--- config.mk ---
export PLATFORM = sky130hd
export DESIGN_NAME = cpu_dmem_arbiter_flat
export DESIGN_NICKNAME = d
export VERILOG_FILES = /design/src/rtl/cpu_dmem_arbiter_if.sv /design/src/rtl/cpu_dmem_arbiter.sv /design/src/flat_wrapper.sv
export SDC_FILE = /design/constraint.sdc
export NUM_CORES = 1
export LEC_CHECK = 0
export BUFFER_PORTS_ARGS = -buffer_cell sky130_fd_sc_hd__clkbuf_2
export CAP_MARGIN = 20
export CORE_ASPECT_RATIO = 0.6
export CORE_MARGIN = 2
export CORE_UTILIZATION = 40
export DETAILED_ROUTE_END_ITERATION = 6
export HOLD_SLACK_MARGIN = 0.02
export PLACE_DENSITY_LB_ADDON = 0.12
export RECOVER_POWER = 50
export REMOVE_ABC_BUFFERS = 1
export SETUP_SLACK_MARGIN = 0.2
export SLEW_MARGIN = 10
export SYNTH_ARGS = -nofsm -noshare
export SYNTH_HDL_FRONTEND = slang
export SYNTH_SLANG_ARGS = --single-unit
--- constraint.sdc ---
create_clock -name clk_i -period 4.2 [get_ports clk_i]
set_clock_uncertainty 0.1 [all_clocks]
set_input_delay 0 -clock clk_i [delete_from_list [all_inputs] [get_ports clk_i]]
set_output_delay 0 -clock clk_i [all_outputs]
set_load 0.02 [all_outputs]
--- src/rtl/cpu_dmem_arbiter_if.sv ---
// Requester-side and Wishbone data-bus signals of cpu_dmem_arbiter.
// Names and directions are given from the arbiter's point of view.
interface cpu_dmem_arbiter_if;
   logic        req0_req_i;
   logic        req0_we_i;
   logic [31:0] req0_addr_i;
   logic [1:0]  req0_size_i;
   logic [31:0] req0_wdata_i;
   logic        req0_ack_o;
   logic        req0_err_o;
   logic [31:0] req0_rdata_o;

   logic        req1_req_i;
   logic        req1_we_i;
   logic [31:0] req1_addr_i;
   logic [1:0]  req1_size_i;
   logic [31:0] req1_wdata_i;
   logic        req1_ack_o;
   logic        req1_err_o;
   logic [31:0] req1_rdata_o;

   logic [31:0] dmem_adr_o;
   logic [15:0] dmem_dat_o;
   logic [15:0] dmem_dat_i;
   logic [1:0]  dmem_sel_o;
   logic        dmem_we_o;
   logic        dmem_stb_o;
   logic        dmem_cyc_o;
   logic        dmem_ack_i;
   logic        dmem_err_i;
   logic [1:0]  grant_o;

   // Arbiter side: serves the requesters and masters the data bus.
   modport master (
      input  req0_req_i, req0_we_i, req0_addr_i, req0_size_i, req0_wdata_i,
      output req0_ack_o, req0_err_o, req0_rdata_o,
      input  req1_req_i, req1_we_i, req1_addr_i, req1_size_i, req1_wdata_i,
      output req1_ack_o, req1_err_o, req1_rdata_o,
      output dmem_adr_o, dmem_dat_o, dmem_sel_o, dmem_we_o, dmem_stb_o, dmem_cyc_o,
      input  dmem_dat_i, dmem_ack_i, dmem_err_i,
      output grant_o
   );

   // Environment side: requesters plus the bus slave.
   modport slave (
      output req0_req_i, req0_we_i, req0_addr_i, req0_size_i, req0_wdata_i,
      input  req0_ack_o, req0_err_o, req0_rdata_o,
      output req1_req_i, req1_we_i, req1_addr_i, req1_size_i, req1_wdata_i,
      input  req1_ack_o, req1_err_o, req1_rdata_o,
      input  dmem_adr_o, dmem_dat_o, dmem_sel_o, dmem_we_o, dmem_stb_o, dmem_cyc_o,
      output dmem_dat_i, dmem_ack_i, dmem_err_i,
      input  grant_o
   );
endinterface

--- src/rtl/cpu_dmem_arbiter.sv ---
// Two-port round-robin data-memory arbiter onto a 16-bit Wishbone bus.
// Splits long accesses into two big-endian beats, steers byte lanes, reports errors/timeouts.
module cpu_dmem_arbiter #(
   parameter int unsigned TIMEOUT_CYCLES = 255
) (
   input  logic               clk_i,
   input  logic               rst_i,
   cpu_dmem_arbiter_if.master bus
);
   localparam int unsigned AW = 32;
   localparam int unsigned DW = 16;
   localparam int unsigned CW = 8;
   localparam logic [CW-1:0] TO_LAST = CW'(TIMEOUT_CYCLES - 1);
   localparam logic [1:0] SZ_BYTE  = 2'b00;
   localparam logic [1:0] SZ_SHORT = 2'b01;
   localparam logic [1:0] SZ_LONG  = 2'b10;

   typedef enum logic [1:0] {S_IDLE, S_BEAT0, S_BEAT1, S_RESP} state_t;

   state_t        state_q, state_d;
   logic          rr_q, rr_d;
   logic          own_q, own_d;
   logic          we_q, we_d;
   logic [AW-1:0] addr_q, addr_d;
   logic [1:0]    size_q, size_d;
   logic [AW-1:0] wdata_q, wdata_d;
   logic [DW-1:0] hi_q, hi_d;
   logic [CW-1:0] cnt_q, cnt_d;

   logic          cyc_q, cyc_d;
   logic          stb_q, stb_d;
   logic          bus_we_q, bus_we_d;
   logic [AW-1:0] adr_q, adr_d;
   logic [DW-1:0] dat_q, dat_d;
   logic [1:0]    sel_q, sel_d;
   logic [1:0]    grant_q, grant_d;
   logic [1:0]    ack_q, ack_d;
   logic [1:0]    err_q, err_d;
   logic [AW-1:0] rdata0_q, rdata0_d;
   logic [AW-1:0] rdata1_q, rdata1_d;

   logic          fail_c;
   logic [AW-1:0] res_c;
   logic          beat_c;

   function automatic logic misaligned(input logic [1:0] sz, input logic [1:0] a);
      case (sz)
         SZ_BYTE:  return 1'b0;
         SZ_SHORT: return a[0];
         SZ_LONG:  return a != 2'b00;
         default:  return 1'b1;
      endcase
   endfunction

   always_ff @(posedge clk_i or negedge rst_i) begin
      if (!rst_i) begin
         state_q  <= S_IDLE;
         rr_q     <= 1'b0;
         own_q    <= 1'b0;
         we_q     <= 1'b0;
         addr_q   <= '0;
         size_q   <= '0;
         wdata_q  <= '0;
         hi_q     <= '0;
         cnt_q    <= '0;
         cyc_q    <= 1'b0;
         stb_q    <= 1'b0;
         bus_we_q <= 1'b0;
         adr_q    <= '0;
         dat_q    <= '0;
         sel_q    <= '0;
         grant_q  <= '0;
         ack_q    <= '0;
         err_q    <= '0;
         rdata0_q <= '0;
         rdata1_q <= '0;
      end else begin
         state_q  <= state_d;
         rr_q     <= rr_d;
         own_q    <= own_d;
         we_q     <= we_d;
         addr_q   <= addr_d;
         size_q   <= size_d;
         wdata_q  <= wdata_d;
         hi_q     <= hi_d;
         cnt_q    <= cnt_d;
         cyc_q    <= cyc_d;
         stb_q    <= stb_d;
         bus_we_q <= bus_we_d;
         adr_q    <= adr_d;
         dat_q    <= dat_d;
         sel_q    <= sel_d;
         grant_q  <= grant_d;
         ack_q    <= ack_d;
         err_q    <= err_d;
         rdata0_q <= rdata0_d;
         rdata1_q <= rdata1_d;
      end
   end

   // Next state, request latch and beat bookkeeping.
   always_comb begin
      state_d = state_q;
      rr_d    = rr_q;
      own_d   = own_q;
      we_d    = we_q;
      addr_d  = addr_q;
      size_d  = size_q;
      wdata_d = wdata_q;
      hi_d    = hi_q;
      cnt_d   = cnt_q;
      fail_c  = 1'b0;
      res_c   = '0;

      case (state_q)
         S_IDLE: begin
            if (bus.req0_req_i || bus.req1_req_i) begin
               // rr_q names the favoured port when both are requesting.
               own_d = bus.req1_req_i && (!bus.req0_req_i || rr_q);
               if (own_d) begin
                  we_d    = bus.req1_we_i;
                  addr_d  = bus.req1_addr_i;
                  size_d  = bus.req1_size_i;
                  wdata_d = bus.req1_wdata_i;
               end else begin
                  we_d    = bus.req0_we_i;
                  addr_d  = bus.req0_addr_i;
                  size_d  = bus.req0_size_i;
                  wdata_d = bus.req0_wdata_i;
               end
               cnt_d = '0;
               if (misaligned(size_d, addr_d[1:0])) begin
                  state_d = S_RESP;
                  fail_c  = 1'b1;
               end else begin
                  state_d = S_BEAT0;
               end
            end
         end
         S_BEAT0, S_BEAT1: begin
            if (bus.dmem_err_i) begin
               state_d = S_RESP;
               fail_c  = 1'b1;
            end else if (bus.dmem_ack_i) begin
               if (state_q == S_BEAT0 && size_q == SZ_LONG) begin
                  state_d = S_BEAT1;
                  hi_d    = bus.dmem_dat_i;
                  cnt_d   = '0;
               end else begin
                  state_d = S_RESP;
                  case (size_q)
                     SZ_BYTE:  res_c = {24'h0, addr_q[0] ? bus.dmem_dat_i[7:0] : bus.dmem_dat_i[15:8]};
                     SZ_SHORT: res_c = {16'h0, bus.dmem_dat_i};
                     default:  res_c = {hi_q, bus.dmem_dat_i};
                  endcase
               end
            end else if (cnt_q == TO_LAST) begin
               state_d = S_RESP;
               fail_c  = 1'b1;
            end else begin
               cnt_d = cnt_q + CW'(1);
            end
         end
         S_RESP: begin
            state_d = S_IDLE;
            rr_d    = ~own_q;
         end
         default: state_d = S_IDLE;
      endcase
   end

   // Registered bus and response outputs, derived from the upcoming state.
   always_comb begin
      beat_c   = (state_d == S_BEAT0) || (state_d == S_BEAT1);
      cyc_d    = beat_c;
      stb_d    = beat_c;
      bus_we_d = beat_c && we_d;
      adr_d    = '0;
      dat_d    = '0;
      sel_d    = '0;
      grant_d  = '0;
      ack_d    = '0;
      err_d    = '0;
      rdata0_d = '0;
      rdata1_d = '0;

      if (beat_c) begin
         adr_d = (state_d == S_BEAT1) ? addr_d + AW'(2) : {addr_d[AW-1:1], 1'b0};
         case (size_d)
            SZ_BYTE: begin
               sel_d = addr_d[0] ? 2'b01 : 2'b10;
               dat_d = {wdata_d[7:0], wdata_d[7:0]};
            end
            SZ_SHORT: begin
               sel_d = 2'b11;
               dat_d = wdata_d[15:0];
            end
            default: begin
               sel_d = 2'b11;
               dat_d = (state_d == S_BEAT1) ? wdata_d[15:0] : wdata_d[31:16];
            end
         endcase
      end

      if (state_d != S_IDLE) grant_d[own_d] = 1'b1;

      if (state_d == S_RESP) begin
         ack_d[own_d] = 1'b1;
         err_d[own_d] = fail_c;
         if (!fail_c) begin
            if (own_d) rdata1_d = res_c;
            else       rdata0_d = res_c;
         end
      end
   end

   assign bus.dmem_cyc_o   = cyc_q;
   assign bus.dmem_stb_o   = stb_q;
   assign bus.dmem_we_o    = bus_we_q;
   assign bus.dmem_adr_o   = adr_q;
   assign bus.dmem_dat_o   = dat_q;
   assign bus.dmem_sel_o   = sel_q;
   assign bus.grant_o      = grant_q;
   assign bus.req0_ack_o   = ack_q[0];
   assign bus.req1_ack_o   = ack_q[1];
   assign bus.req0_err_o   = err_q[0];
   assign bus.req1_err_o   = err_q[1];
   assign bus.req0_rdata_o = rdata0_q;
   assign bus.req1_rdata_o = rdata1_q;
endmodule

--- src/flat_wrapper.sv ---
// flat-port wrapper written by rule: the top's interface ports become plain ports
module cpu_dmem_arbiter_flat 
#(
   parameter int unsigned TIMEOUT_CYCLES = 255
)
  (clk_i, rst_i, bus_req0_req_i, bus_req0_we_i, bus_req0_addr_i, bus_req0_size_i, bus_req0_wdata_i, bus_req0_ack_o, bus_req0_err_o, bus_req0_rdata_o, bus_req1_req_i, bus_req1_we_i, bus_req1_addr_i, bus_req1_size_i, bus_req1_wdata_i, bus_req1_ack_o, bus_req1_err_o, bus_req1_rdata_o, bus_dmem_adr_o, bus_dmem_dat_o, bus_dmem_sel_o, bus_dmem_we_o, bus_dmem_stb_o, bus_dmem_cyc_o, bus_dmem_dat_i, bus_dmem_ack_i, bus_dmem_err_i, bus_grant_o);
  cpu_dmem_arbiter_if bus_i ();
  input  logic clk_i;
  input  logic rst_i;
  input wire logic [$bits(bus_i.req0_req_i)-1:0] bus_req0_req_i;
  input wire logic [$bits(bus_i.req0_we_i)-1:0] bus_req0_we_i;
  input wire logic [$bits(bus_i.req0_addr_i)-1:0] bus_req0_addr_i;
  input wire logic [$bits(bus_i.req0_size_i)-1:0] bus_req0_size_i;
  input wire logic [$bits(bus_i.req0_wdata_i)-1:0] bus_req0_wdata_i;
  output wire logic [$bits(bus_i.req0_ack_o)-1:0] bus_req0_ack_o;
  output wire logic [$bits(bus_i.req0_err_o)-1:0] bus_req0_err_o;
  output wire logic [$bits(bus_i.req0_rdata_o)-1:0] bus_req0_rdata_o;
  input wire logic [$bits(bus_i.req1_req_i)-1:0] bus_req1_req_i;
  input wire logic [$bits(bus_i.req1_we_i)-1:0] bus_req1_we_i;
  input wire logic [$bits(bus_i.req1_addr_i)-1:0] bus_req1_addr_i;
  input wire logic [$bits(bus_i.req1_size_i)-1:0] bus_req1_size_i;
  input wire logic [$bits(bus_i.req1_wdata_i)-1:0] bus_req1_wdata_i;
  output wire logic [$bits(bus_i.req1_ack_o)-1:0] bus_req1_ack_o;
  output wire logic [$bits(bus_i.req1_err_o)-1:0] bus_req1_err_o;
  output wire logic [$bits(bus_i.req1_rdata_o)-1:0] bus_req1_rdata_o;
  output wire logic [$bits(bus_i.dmem_adr_o)-1:0] bus_dmem_adr_o;
  output wire logic [$bits(bus_i.dmem_dat_o)-1:0] bus_dmem_dat_o;
  output wire logic [$bits(bus_i.dmem_sel_o)-1:0] bus_dmem_sel_o;
  output wire logic [$bits(bus_i.dmem_we_o)-1:0] bus_dmem_we_o;
  output wire logic [$bits(bus_i.dmem_stb_o)-1:0] bus_dmem_stb_o;
  output wire logic [$bits(bus_i.dmem_cyc_o)-1:0] bus_dmem_cyc_o;
  input wire logic [$bits(bus_i.dmem_dat_i)-1:0] bus_dmem_dat_i;
  input wire logic [$bits(bus_i.dmem_ack_i)-1:0] bus_dmem_ack_i;
  input wire logic [$bits(bus_i.dmem_err_i)-1:0] bus_dmem_err_i;
  output wire logic [$bits(bus_i.grant_o)-1:0] bus_grant_o;
  assign bus_i.req0_req_i = bus_req0_req_i;
  assign bus_i.req0_we_i = bus_req0_we_i;
  assign bus_i.req0_addr_i = bus_req0_addr_i;
  assign bus_i.req0_size_i = bus_req0_size_i;
  assign bus_i.req0_wdata_i = bus_req0_wdata_i;
  assign bus_req0_ack_o = bus_i.req0_ack_o;
  assign bus_req0_err_o = bus_i.req0_err_o;
  assign bus_req0_rdata_o = bus_i.req0_rdata_o;
  assign bus_i.req1_req_i = bus_req1_req_i;
  assign bus_i.req1_we_i = bus_req1_we_i;
  assign bus_i.req1_addr_i = bus_req1_addr_i;
  assign bus_i.req1_size_i = bus_req1_size_i;
  assign bus_i.req1_wdata_i = bus_req1_wdata_i;
  assign bus_req1_ack_o = bus_i.req1_ack_o;
  assign bus_req1_err_o = bus_i.req1_err_o;
  assign bus_req1_rdata_o = bus_i.req1_rdata_o;
  assign bus_dmem_adr_o = bus_i.dmem_adr_o;
  assign bus_dmem_dat_o = bus_i.dmem_dat_o;
  assign bus_dmem_sel_o = bus_i.dmem_sel_o;
  assign bus_dmem_we_o = bus_i.dmem_we_o;
  assign bus_dmem_stb_o = bus_i.dmem_stb_o;
  assign bus_dmem_cyc_o = bus_i.dmem_cyc_o;
  assign bus_i.dmem_dat_i = bus_dmem_dat_i;
  assign bus_i.dmem_ack_i = bus_dmem_ack_i;
  assign bus_i.dmem_err_i = bus_dmem_err_i;
  assign bus_grant_o = bus_i.grant_o;
  cpu_dmem_arbiter #(.TIMEOUT_CYCLES(TIMEOUT_CYCLES)) u_core (.clk_i(clk_i), .rst_i(rst_i), .bus(bus_i));
endmodule
==> out/metrics.yaml <==
outcome:
  status: "finished, violations left"
  violations: "capacitance limit, slew limit"
place:
  dp.cells: 1518
  port_buffers: 278
  globalplace.congestion: 0.908
  dp_slack_ns: 0.539
  placed_area_um2: 11700
  place_hpwl_um: 22100
power_and_ir_drop:
  power.density_nw_per_um2: 744
  irDropWorstVdd_v: 0.000485
  leakage_nw: 6.35
  power_mw: 10.3
  swShare: 0.428
  clockPowerShare: 0.210
  p_switching_mw: 4.41
  p_int_mw: 5.90
  p_seq_frac: 0.297
  p_comb_frac: 0.493
routing:
  vias_per_cell: 5.28
  via_count: 9034
  antenna_left: 0
  first_pass_iters: 5
  drtIter0Drc: 583
  drc: 0
  wl_um: 32000
  wire_per_inst_um: 18.7
sta:
  whs_ns: 0.0487
  min_period_ns: 3.69
  fin_crit_sh: 0.878
  maxSlewHeadroom: -0.818
  hold_violations: 0
  rsz0062_at_grt: "no"
  fmaxAchievable_ghz: 0.271
  setup_violations: 0
  fin_setup_tns_ns: 0
  tightest_slew_ns: 2.73
  drv_slew: 110
  final.setup.worst_slack_ns: 0.513
critical_path:
  crit_buf_inv: 2
  worstPathCellList: "nand2b_1, buf_4, nand2_2, mux2i_1, o21ai_0, a21o_1, a31o_2, ha_1, inv_1, a211oi_1, o2111a_1, nand4_2, or4_1, a21oi_1"
  critical_path.endpoint_type: "register"
  crit_type: "register to register"
  start_kind: "register"
  cp_slowest_cell: "or4_1"
  cp.depth: 14
  r2r-start: "u_core.rr_q"
  cp.required_ns: 4.52
  cp_max_fo: 15
  reg2reg_depth: 14
  cp.arrival_ns: 4.01
  critical-path-top-delay-family: "compound AO/OA/AOI/OAI gates"
  slowest_delay_ns: 0.44
  crit_start: "u_core.rr_q"
finish:
  syn2layout_area_growth_pct: 39.0
  nets: 1540
  drive_gt1_frac: 0.210
  utilization: 0.569
  design_area_um2: 13900
  antenna_cells: 0
  fill_cells: 2192
  final_cells: 1711
floorplanning:
  die-height_um: 126
  floorplan.initialDensity: 0.410
  core_um2: 24300
  dieArea_um2: 26200
  pin_count: 279
  die_w_um: 208
  std_cell_rows: 44
job:
  drv_cap: 1
cts:
  postCtsSetupBuffers: 0
  h-tree-depth: 1
  cts_tree: "yes"
  numCtsBuffers: 22
  insertion_delay_ns: 0.51
  path_clk_slew_ns: 0.06
  cts_root_buf: "clkbuf_16"
  clock_path_buffers: 3
  clock_sinks: 217
grt:
  track_usage: 0.241
  overflow: 0
  antenna_found_initial: 0
  grt_first_pass_wirelength_um: 50300
  grt_pass1_vias: 8802
  grt_max_degree: 110
synthesis:
  synth_edf_count: 0
  ys_ff_latch: 217
  synth_area_um2: 9960
  ys_seq_area_frac: 0.545
  synth_ff_type: "dfrtp_1"
  async_flop_share: 1.00
  synth.distinct_cells: 86
  synth_cells: 948
  ys_warn_count: 0
  avgSynthCellArea_um2: 10.5
hold_path:
  hold_path.class: "primary input to register"
  worstHoldPathCells: 5
  min_from: "bus_req1_addr_i[21]"
[sequential cells by signal, indices dropped and copies added (netlist names), 2 cells and up]
name                     count
u_core.bus.dmem_dat_o       16
u_core.hi_q                 16
u_core.bus.req1_rdata_o     32
u_core.wdata_q              32
u_core.size_q                2
u_core.addr_q               32
u_core.bus.dmem_sel_o        2
u_core.ack_q                 2
u_core.bus.grant_o           2
u_core.bus.req0_rdata_o     32
u_core.cnt_q                 8
u_core.err_q                 2
u_core.bus.dmem_adr_o       32
u_core.state_q               2
[Yosys cell counts (17+ instances only)]
master    count  area share
nor2_1       44       0.017
nand3_1      45       0.023
o21ai_0      63       0.032
nand2_1      99       0.037
nor4_1       23       0.014
inv_1        24      0.0090
a21oi_1      30       0.015
mux2_2       17       0.019
nor3_1       70       0.035
dfrtp_1     217        0.54
mux2i_1      51       0.051
clkbuf_1     35       0.013
[cell type report]
class / count / area, µm² / area share
repair buffers: 466 / 3040 / 0.219
clock inverters: 9 / 151 / 0.0109
inverters: 26 / 97.6 / 0.00704
flip-flops and latches: 217 / 5430 / 0.392
multi-input cells: 640 / 4080 / 0.294
well taps: 322 / 403 / 0.0291
clock buffers: 31 / 656 / 0.0473
[final timing paths]
check	endpoint	slack [ns]
worst max-delay path	u_core.bus.dmem_adr_o[22]	0.51
worst max register to register	u_core.bus.dmem_adr_o[22]	0.51
min in group asynchronous	u_core.bus.req0_rdata_o[19]	0.79
worst min-delay path	u_core.addr_q[21]	0.05
worst min register to register	u_core.rr_q	0.36
max in group asynchronous	u_core.addr_q[5]	1.04
[cells in the final DEF, fill, tap and decap left out, drive strengths merged, types with 5 or more instances in the layout]
cell type	instances
or4	5
clkbuf	311
or2	5
nand2b	10
xnor2	11
mux2	17
o21ai	67
o22ai	14
o211ai	5
dfrtp	217
a211oi	5
mux2i	51
dlygate4sd3	153
nor4	24
a21oi	32
ha	11
and2	7
nand2	102
nor2	45
o31ai	7
and2b	6
o32ai	6
nand3	46
nor3	70
buf	33
nand4	10
and4	6
a21o	5
a31oi	5
clkinv	5
a32oi	5
inv	25
and3	9
[per-layer routing]
| layer | wire length [µm] | global-route usage | vias to the layer above |
|---|---|---|---|
| met5 | 0 | 0 | - |
| met4 | 550 | 0.0471 | 0 |
| met3 | 2370 | 0.0494 | 37 |
| met2 | 13300 | 0.341 | 357 |
| met1 | 15800 | 0.379 | 4360 |
| li1 | - | - | 4280 |
[worst reg2reg max path: stages, from the launching register on]
cell and delay, ns:
dfrtp_1 0.37, nand2b_1 0.13, buf_4 0.19, nand2_2 0.18, mux2i_1 0.17, o21ai_0 0.20
a21o_1 0.15, a31o_2 0.20, ha_1 0.31, inv_1 0.19, a211oi_1 0.34, o2111a_1 0.26
nand4_2 0.19, or4_1 0.44, a21oi_1 0.17
[kinds of logic (layout without fill, tap and decap cells)]
group           count (synthesis)  after routing  share of synthesized area
fa+ha+maj                      11             11                     0.0138
simple gates                  355            355                      0.181
xor+xnor                       15             15                     0.0132
buf+inv                        91            532                     0.0481
mux                            68             68                     0.0704
compound gates                191            191                      0.128
flops                         217            217                      0.545
[timing repair]
action                                  in CTS  in global routing
gates resized for setup                      0                  1
endpoints found under the setup margin       0                  1
hold endpoints to repair                   255                  0
hold buffers                               153                  0
[power by group through the flow]
stage          Sequential, mW  Combinational [mW]  Clock [mW]
2_1_floorplan            3.31                2.67           0
5_1_grt                  3.12                5.59        2.30
3_3_place_gp             3.08                4.70           0
4_1_cts                  3.05                5.08        2.20
3_5_place_dp             3.08                4.73           0
6_report                 3.06                5.08        2.17
(Power assumes the default switching activity.)
